`src/rtl/traffic_density_sel.sv`:
```
// -----------------------------------------------------------------------------
// traffic_density_sel
//
// Purpose:
//   Turns per-pixel vehicle detections into a registered light/heavy traffic
//   select. Vehicle pixels inside the ROI are counted per frame. The frame
//   counts are summed over a window of FRAME_WIN frames, and the window
//   average drives a hysteresis decision. That decision must agree for
//   CONFIRM consecutive windows before traffic_sel flips.
//
// Ports:
//   clk              system clock (only clock)
//   reset            asynchronous, active-high reset
//   i_frame_start    one-cycle pulse at the start of each video frame
//   i_pix_en         current pixel is valid and inside the ROI
//   i_pix_hit        current pixel is classified as vehicle
//   traffic_sel      registered flow state: 0 = light, 1 = heavy
//   o_density        last window average, in hits per frame
//   o_density_valid  one-cycle pulse in the cycle that updates o_density and
//                    traffic_sel (new values visible the following cycle)
// -----------------------------------------------------------------------------
module traffic_density_sel #(
   parameter int CNT_W     = 20,
   parameter int FRAME_WIN = 8,
   parameter int HIGH_TH   = 20000,
   parameter int LOW_TH    = 8000,
   parameter int CONFIRM   = 2
) (
   input  logic             clk,
   input  logic             reset,
   input  logic             i_frame_start,
   input  logic             i_pix_en,
   input  logic             i_pix_hit,
   output logic             traffic_sel,
   output logic [CNT_W-1:0] o_density,
   output logic             o_density_valid
);

   localparam int WIN_LOG = $clog2(FRAME_WIN);
   localparam int ACC_W   = CNT_W + WIN_LOG;
   localparam int CONF_W  = $clog2(CONFIRM + 1);

   localparam logic [CNT_W-1:0]   HIGH_C     = CNT_W'(HIGH_TH);
   localparam logic [CNT_W-1:0]   LOW_C      = CNT_W'(LOW_TH);
   localparam logic [WIN_LOG-1:0] LAST_IDX   = WIN_LOG'(FRAME_WIN - 1);
   localparam logic [CONF_W-1:0]  CONF_LAST  = CONF_W'(CONFIRM - 1);

   localparam logic [1:0] ST_IDLE  = 2'd0;
   localparam logic [1:0] ST_ACCUM = 2'd1;
   localparam logic [1:0] ST_EVAL  = 2'd2;

   logic [1:0]         r_state;
   logic [CNT_W-1:0]   r_frame_cnt;
   logic [ACC_W-1:0]   r_acc;
   logic [WIN_LOG-1:0] r_frame_idx;
   logic [ACC_W-1:0]   r_win_sum;
   logic [CONF_W-1:0]  r_confirm;
   logic               r_traffic_sel;
   logic [CNT_W-1:0]   r_density;

   logic               w_hit;
   logic               w_cnt_max;
   logic [ACC_W-1:0]   w_frame_sum;
   logic [CNT_W-1:0]   w_avg;
   logic               w_cand;

   assign w_hit       = i_pix_en & i_pix_hit;
   assign w_cnt_max   = &r_frame_cnt;
   assign w_frame_sum = r_acc + ACC_W'(r_frame_cnt);
   // The window sum holds at most FRAME_WIN * (2^CNT_W - 1). Dropping the low
   // WIN_LOG bits is the truncating divide and leaves exactly CNT_W bits.
   assign w_avg       = r_win_sum[ACC_W-1:WIN_LOG];
   // Mid-band averages keep the current state as the candidate. This means
   // they never extend a streak toward a flip.
   assign w_cand      = (w_avg >= HIGH_C) ? 1'b1 :
                        ((w_avg < LOW_C) ? 1'b0 : r_traffic_sel);

   // Per-frame hit counter. A hit in the same cycle as i_frame_start
   // belongs to the new frame, so the counter restarts at 0 or 1.
   always_ff @(posedge clk or posedge reset) begin
      if (reset) begin
         r_frame_cnt <= '0;
      end else if (i_frame_start) begin
         r_frame_cnt <= CNT_W'(w_hit);
      end else if ((r_state != ST_IDLE) && w_hit && !w_cnt_max) begin
         r_frame_cnt <= r_frame_cnt + CNT_W'(1);
      end
   end

   // Window sequencing and decision
   always_ff @(posedge clk or posedge reset) begin
      if (reset) begin
         r_state       <= ST_IDLE;
         r_acc         <= '0;
         r_frame_idx   <= '0;
         r_win_sum     <= '0;
         r_confirm     <= '0;
         r_traffic_sel <= 1'b0;
         r_density     <= '0;
      end else begin
         case (r_state)
            ST_IDLE: begin
               // The arming pulse only opens the first frame.
               if (i_frame_start) begin
                  r_state     <= ST_ACCUM;
                  r_acc       <= '0;
                  r_frame_idx <= '0;
               end
            end

            ST_ACCUM: begin
               if (i_frame_start) begin
                  if (r_frame_idx == LAST_IDX) begin
                     r_win_sum   <= w_frame_sum;
                     r_acc       <= '0;
                     r_frame_idx <= '0;
                     r_state     <= ST_EVAL;
                  end else begin
                     r_acc       <= w_frame_sum;
                     r_frame_idx <= r_frame_idx + WIN_LOG'(1);
                  end
               end
            end

            ST_EVAL: begin
               r_state   <= ST_ACCUM;
               r_density <= w_avg;
               // The accumulator was just cleared and the index is 0.
               // A frame boundary here is therefore ordinary accumulation
               // and can never close a window (FRAME_WIN >= 2).
               if (i_frame_start) begin
                  r_acc       <= w_frame_sum;
                  r_frame_idx <= r_frame_idx + WIN_LOG'(1);
               end
               if (w_cand != r_traffic_sel) begin
                  if (r_confirm == CONF_LAST) begin
                     r_traffic_sel <= w_cand;
                     r_confirm     <= '0;
                  end else begin
                     r_confirm <= r_confirm + CONF_W'(1);
                  end
               end else begin
                  r_confirm <= '0;
               end
            end

            default: begin
               r_state <= ST_IDLE;
            end
         endcase
      end
   end

   assign traffic_sel     = r_traffic_sel;
   assign o_density       = r_density;
   assign o_density_valid = (r_state == ST_EVAL);

endmodule

```
`config.mk`:
```
export PLATFORM = sky130hd
export DESIGN_NAME = traffic_density_sel
export DESIGN_NICKNAME = d
export VERILOG_FILES = /design/src/rtl/traffic_density_sel.sv
export SDC_FILE = /design/constraint.sdc
export NUM_CORES = 1
export LEC_CHECK = 0
export CORE_MARGIN = 1.5
export CORE_UTILIZATION = 45
export DETAILED_ROUTE_END_ITERATION = 8
export SLEW_MARGIN = 0
export SYNTH_ARGS = -nofsm -noshare
export SYNTH_HDL_FRONTEND = slang
export SYNTH_SLANG_ARGS = --single-unit
```
`constraint.sdc`:
```
create_clock -name clk -period 4.3 [get_ports clk]
set_clock_uncertainty 0.1 [all_clocks]
set_input_delay 0.86 -clock clk [delete_from_list [all_inputs] [get_ports clk]]
set_output_delay 0.86 -clock clk [all_outputs]
set_load 0.01 [all_outputs]
```
; ---- After elaboration in Yosys (flattened, before gate mapping)
; Cells that the tools add are included.
[word_totals]
register_bits = 94
input_bits = 5
out_inout_bits = 22
word_cells = 56
[classes]
n_addsub = 4
order_cmp = 2
n_eq_ne = 9
n_mux = 20
bitwise_logic = 1
n_reduce_logical = 12
[ops]
columns = operator, count
row1 = 2-to-1 mux 23 bit, 4
row2 = one-hot mux 23 bit (3 select lines), 1
row3 = 2-to-1 mux 20 bit, 2
row4 = adder 23 x 20 -> 23 bit, 1
row5 = adder 20 x 1 -> 20 bit (second input constant), 1
row6 = greater-or-equal comparator 20 x 15 -> 1 bit (second input constant), 1
row7 = < comparator 20 x 13 -> 1 bit (second input constant), 1
row8 = AND reduction 20 bit, 1
row9 = 2-to-1 mux 3 bit, 4
row10 = 2-to-1 mux 2 bit, 5
row11 = one-hot mux 3 bit (3 select lines), 1
row12 = AND reduction 3 bit, 3
row13 = != test 2 bit (second input constant), 4
row14 = one-hot mux 2 bit (3 select lines), 1
row15 = equality test 2 x 1 -> 1 bit (second input constant), 2
row16 = AND reduction 4 bit, 1
row17 = nonzero test 2 bit, 2
row18 = adder 3 x 1 -> 3 bit (second input constant), 1
row19 = equality test 3 bit (second input constant), 1
row20 = nonzero test 3 bit, 1
row21 = adder 2 x 1 -> 2 bit (second input constant), 1
row22 = equality test 2 bit (second input constant), 1
row23 = logical AND 1 bit, 2
row24 = logical NOT 2 bit, 1
row25 = 4 further kinds, 5

; ---- Logic depth before layout (Yosys ltp)
[logic_depth]
word_depth = 5
mapped_depth = 11

; ---- Worst setup path after synthesis
; No wires, ideal clock.
[synth_path]
path_kind = in2reg
start = input port i_pix_en
end = register r_frame_cnt[19]
setup_time_ps = 78
t_arrival_ps = 2184
slack_ps = 1938
path_stages = 6
path_cell_list = nand2_1 > nor2_1 > o31ai_4 > or4_4 > or3_1 > a21oi_1
[synth_between]
elab_chain_cells = 4
[synth_lines]
columns = item, line_no
row1 = "start, declared", 32  ; input logic i_pix_en,
row2 = AND 1 bit, 67  ; assign w_hit = i_pix_en & i_pix_hit;
row3 = logical AND 1 bit (2 in a row), 85  ; end else if ((r_state != ST_IDLE) && w_hit && !w_cnt_max) begin
row4 = nonzero test 2 bit (no line), n/a
row5 = "end signal, assigned", 84  ; r_frame_cnt <= CNT_W'(w_hit);
row6 = "end signal, assigned", 86  ; r_frame_cnt <= r_frame_cnt + CNT_W'(1);
row7 = "end, declared", 53  ; logic [CNT_W-1:0] r_frame_cnt;
; No other way between the ends.
; A chain may end at the register's enable or synchronous reset.

; ---- Worst setup path after layout
[layout_path]
start = register r_state[0]
end = output port o_density_valid
[layout_between]
elab_chain_cells = 1
[layout_lines]
columns = item, line_no
row1 = "start, declared", 52  ; logic [1:0] r_state;
row2 = "start signal, assigned", 93  ; r_state <= ST_IDLE;
row3 = "start signal, assigned", 105  ; r_state <= ST_ACCUM;
row4 = "start signal, assigned", 117  ; r_state <= ST_EVAL;
row5 = equality test 2 bit, 156  ; assign o_density_valid = (r_state == ST_EVAL);
row6 = "end, declared", 36  ; output logic o_density_valid
; No other way between the ends.

==> impl_metrics.json <==
{
  "fillerInstances": 961,
  "hold_path.class": "flip-flop to flip-flop",
  "wirelength_um": 10300,
  "syn-num-nets": 541,
  "whs_endpoint": "r_win_sum[5]",
  "synth_top_area_share_pct": 46.8,
  "final_util_pct": 53.2,
  "max_freq_mhz": 339,
  "multiInputGateArea_um2": 2480,
  "seq_area_um2": 2280,
  "cp-end-kind": "primary output",
  "status": "complete, no violations",
  "dieArea_um2": 11400,
  "vias": 3701,
  "placementRows": 37,
  "p_per_area_nw_per_um2": 348,
  "drc": 0,
  "gp_congestion": 0.917,
  "grt_pass1_vias": 3455,
  "rsz0062_at_grt": "no",
  "r2r-end": "r_win_sum[22]",
  "route.antenna.remaining_nets": 0,
  "setup_violations": 0,
  "cp.arrival_ns": 1.99,
  "critical_path_class": "flip-flop to primary output",
  "drive_above_1_share_pct": 9.67,
  "worst-r2r-cell-count": 10,
  "die_width_um": 107,
  "synth.most_common_cell": "dfrtp_1",
  "dr.pass1.iters": 4,
  "clock_sinks": 91,
  "clock_latency_ns": 0.36,
  "maxSlewHeadroom_pct": 46.5,
  "critPathLaunchType": "flip-flop",
  "maxCapViolations": 0,
  "grt_max_degree": 47,
  "drt_iter0_drc": 151,
  "grt_pass1_wl_um": 17400,
  "avgSynthCellArea_um2": 9.57,
  "cts.reportedPaths.clkPinSlew_ns": 0.09,
  "cts-root-buf": "clkbuf_8",
  "reg2reg_slack_ns": 1.45,
  "cts_resized": 0,
  "finalHoldViolations": 0,
  "grt_antenna_before_repair": 0,
  "cts_max_level": 3,
  "synth_flop_cell": "dfrtp_1",
  "setup_tns_ns": 0,
  "cts_tree": "done",
  "syn_area_um2": 4860,
  "ys_top_cells_by_area": "dfrtp_1 47%, ha_1 6.9%, o21ai_0 6.2%",
  "viasPerCell": 5.49,
  "holdPathStages": 2,
  "yosysTopAreaCell": "dfrtp_1",
  "post_cts_buffers": 0,
  "numCtsBuffers": 9,
  "min_from": "r_win_sum[5]",
  "n_antenna_cell": 0,
  "synth_edf_count": 0,
  "yosys-top-cells-count": "91 x dfrtp_1, 74 x nand2_1, 60 x o21ai_0, 37 x nor2_1, 29 x a21oi_1",
  "area_growth_pct": 14.0,
  "yosysWarnings": 0,
  "drv_slew": 0,
  "port_buffers": 26,
  "dp_hpwl_um": 7390,
  "seq_area_frac_synth_pct": 46.8,
  "leakage_nw": 2.44,
  "rr_startpoint": "r_frame_cnt[0]",
  "pin_count": 27,
  "worst_pin_slew_ns": 0.801,
  "async_reset_ff_share_pct": 100,
  "synth-seq-cells": 91,
  "synth_cell_types": 52,
  "nets": 566,
  "grt_overflow": 0,
  "synth_cells": 508,
  "finalCritPeriodShare_pct": 68.7,
  "period_needed_ns": 2.95,
  "peakVddDrop_mv": 0.186,
  "cts.path.max_buffers": 2,
  "required_ns": 3.34,
  "wl_per_cell_um": 15.3,
  "path_max_fanout": 29,
  "globalRouteTotalUtil_pct": 19.4,
  "holdBufCountCts": 0,
  "die_height_um": 107,
  "start_util_pct": 46.7,
  "core-area_um2": 10400
}
-- logic make-up after synthesis --
kind of cell | count (synthesis) | synth area share [%]
mux | 21 | 4.84
xor+xnor | 35 | 6.30
compound gates | 126 | 15.4
simple gates | 178 | 17.0
fa+ha+maj | 28 | 7.36
buf+inv | 29 | 2.26
flops | 91 | 46.8
-- metrics by stage --
stage / setup slack, ns / hold slack, ns / total power [W] / cell area [um2] / std cells
floorplan: 0.976 / 0.344 / 0.00113 / 4860 / 508
global placement: 1.24 / 0.370 / 0.00120 / 5280 / 658
detailed placement: 1.17 / 0.371 / 0.00121 / 5280 / 658
CTS: 1.30 / 0.393 / 0.00195 / 5540 / 674
global route: 1.21 / 0.419 / 0.00202 / 5540 / 674
finish: 1.35 / 0.388 / 0.00193 / 5540 / 674
-- metal layers --
metal / part of all wire (%) / GRT usage, % / vias to the layer above
met1: 52 / 28.5 / 1782
li1: - / - / 1846
met4: 1.2 / 6.67 / 0
met3: 3.5 / 3.47 / 10
met2: 44 / 28.9 / 63
met5: 0 / 0 / -
-- how the worst max path moves through the flow --
stage / cells after the start / startpoint / to / slack, ns
2_1_floorplan: 1 / reset / o_density[0] / 0.98
3_3_place_gp: 6 / i_frame_start / r_acc[20] / 1.24
3_5_place_dp: 6 / i_frame_start / r_acc[20] / 1.17
4_1_cts: 4 / r_state[0] / o_density_valid / 1.30
5_1_grt: 4 / r_state[0] / o_density_valid / 1.21
6_report: 4 / r_state[0] / o_density_valid / 1.35
-- critical path, cell delays in order (launching register included) --
cell             delay [ns]
dfrtp_1                0.42
inv_1                  0.10
ha_1                   0.15
buf_4                  0.33
clkdlybuf4s50_1        0.61
-- final cells by class --
type,count,area share [%]
clock inverter,5,1.94
inverter,12,0.835
timing repair buffer,31,5.60
sequential,91,41.1
tap,136,3.07
multi-input combinational,388,44.7
clock buffer,11,2.73
-- state kept, by name, indices dropped and copies added (netlist names) --
name         count
r_confirm        2
r_frame_idx      3
o_density       20
r_frame_cnt     20
r_win_sum       20
r_state          2
traffic_sel      1
r_acc           23
-- power by group --
part	total [W]	internal, W	leakage [nW]	switching [W]
Combinational	0.000264	0.0000900	1.05	0.000174
Sequential	0.000928	0.000896	1.26	0.0000327
Clock	0.000737	0.000421	0.130	0.000316
Total	0.00193	0.00141	2.44	0.000522
-- layout by cell type (no fill, tap or decap), types with 2 or more instances in the layout --
cell type / netlist / routed
o21ai_0: 60 / 60
and3_1: 3 / 3
a211oi_1: 2 / 2
bufinv_16: 0 / 3
o21ai_1: 4 / 4
o2111ai_1: 3 / 3
nor3b_1: 2 / 2
clkbuf_8: 0 / 11
ha_1: 27 / 27
a21o_1: 3 / 3
xnor2_1: 18 / 18
or3_1: 5 / 5
and2_1: 2 / 2
nor2b_1: 4 / 4
mux2_2: 20 / 20
nand4_1: 7 / 7
and4_1: 2 / 2
o31ai_1: 2 / 2
inv_1: 12 / 11
o211ai_1: 4 / 4
or4_1: 4 / 4
clkdlybuf4s50_1: 0 / 26
nor2_1: 37 / 37
xor2_1: 17 / 17
nor3_1: 8 / 8
nand3b_1: 3 / 3
dfrtp_1: 91 / 91
nand2_1: 74 / 74
a21oi_1: 29 / 29
a22o_1: 2 / 2
nand2b_1: 2 / 2
buf_4: 0 / 4
o21bai_1: 4 / 3
nand3_1: 18 / 18
a21boi_0: 2 / 2
o21a_1: 3 / 3
(Power assumes the default switching activity.)
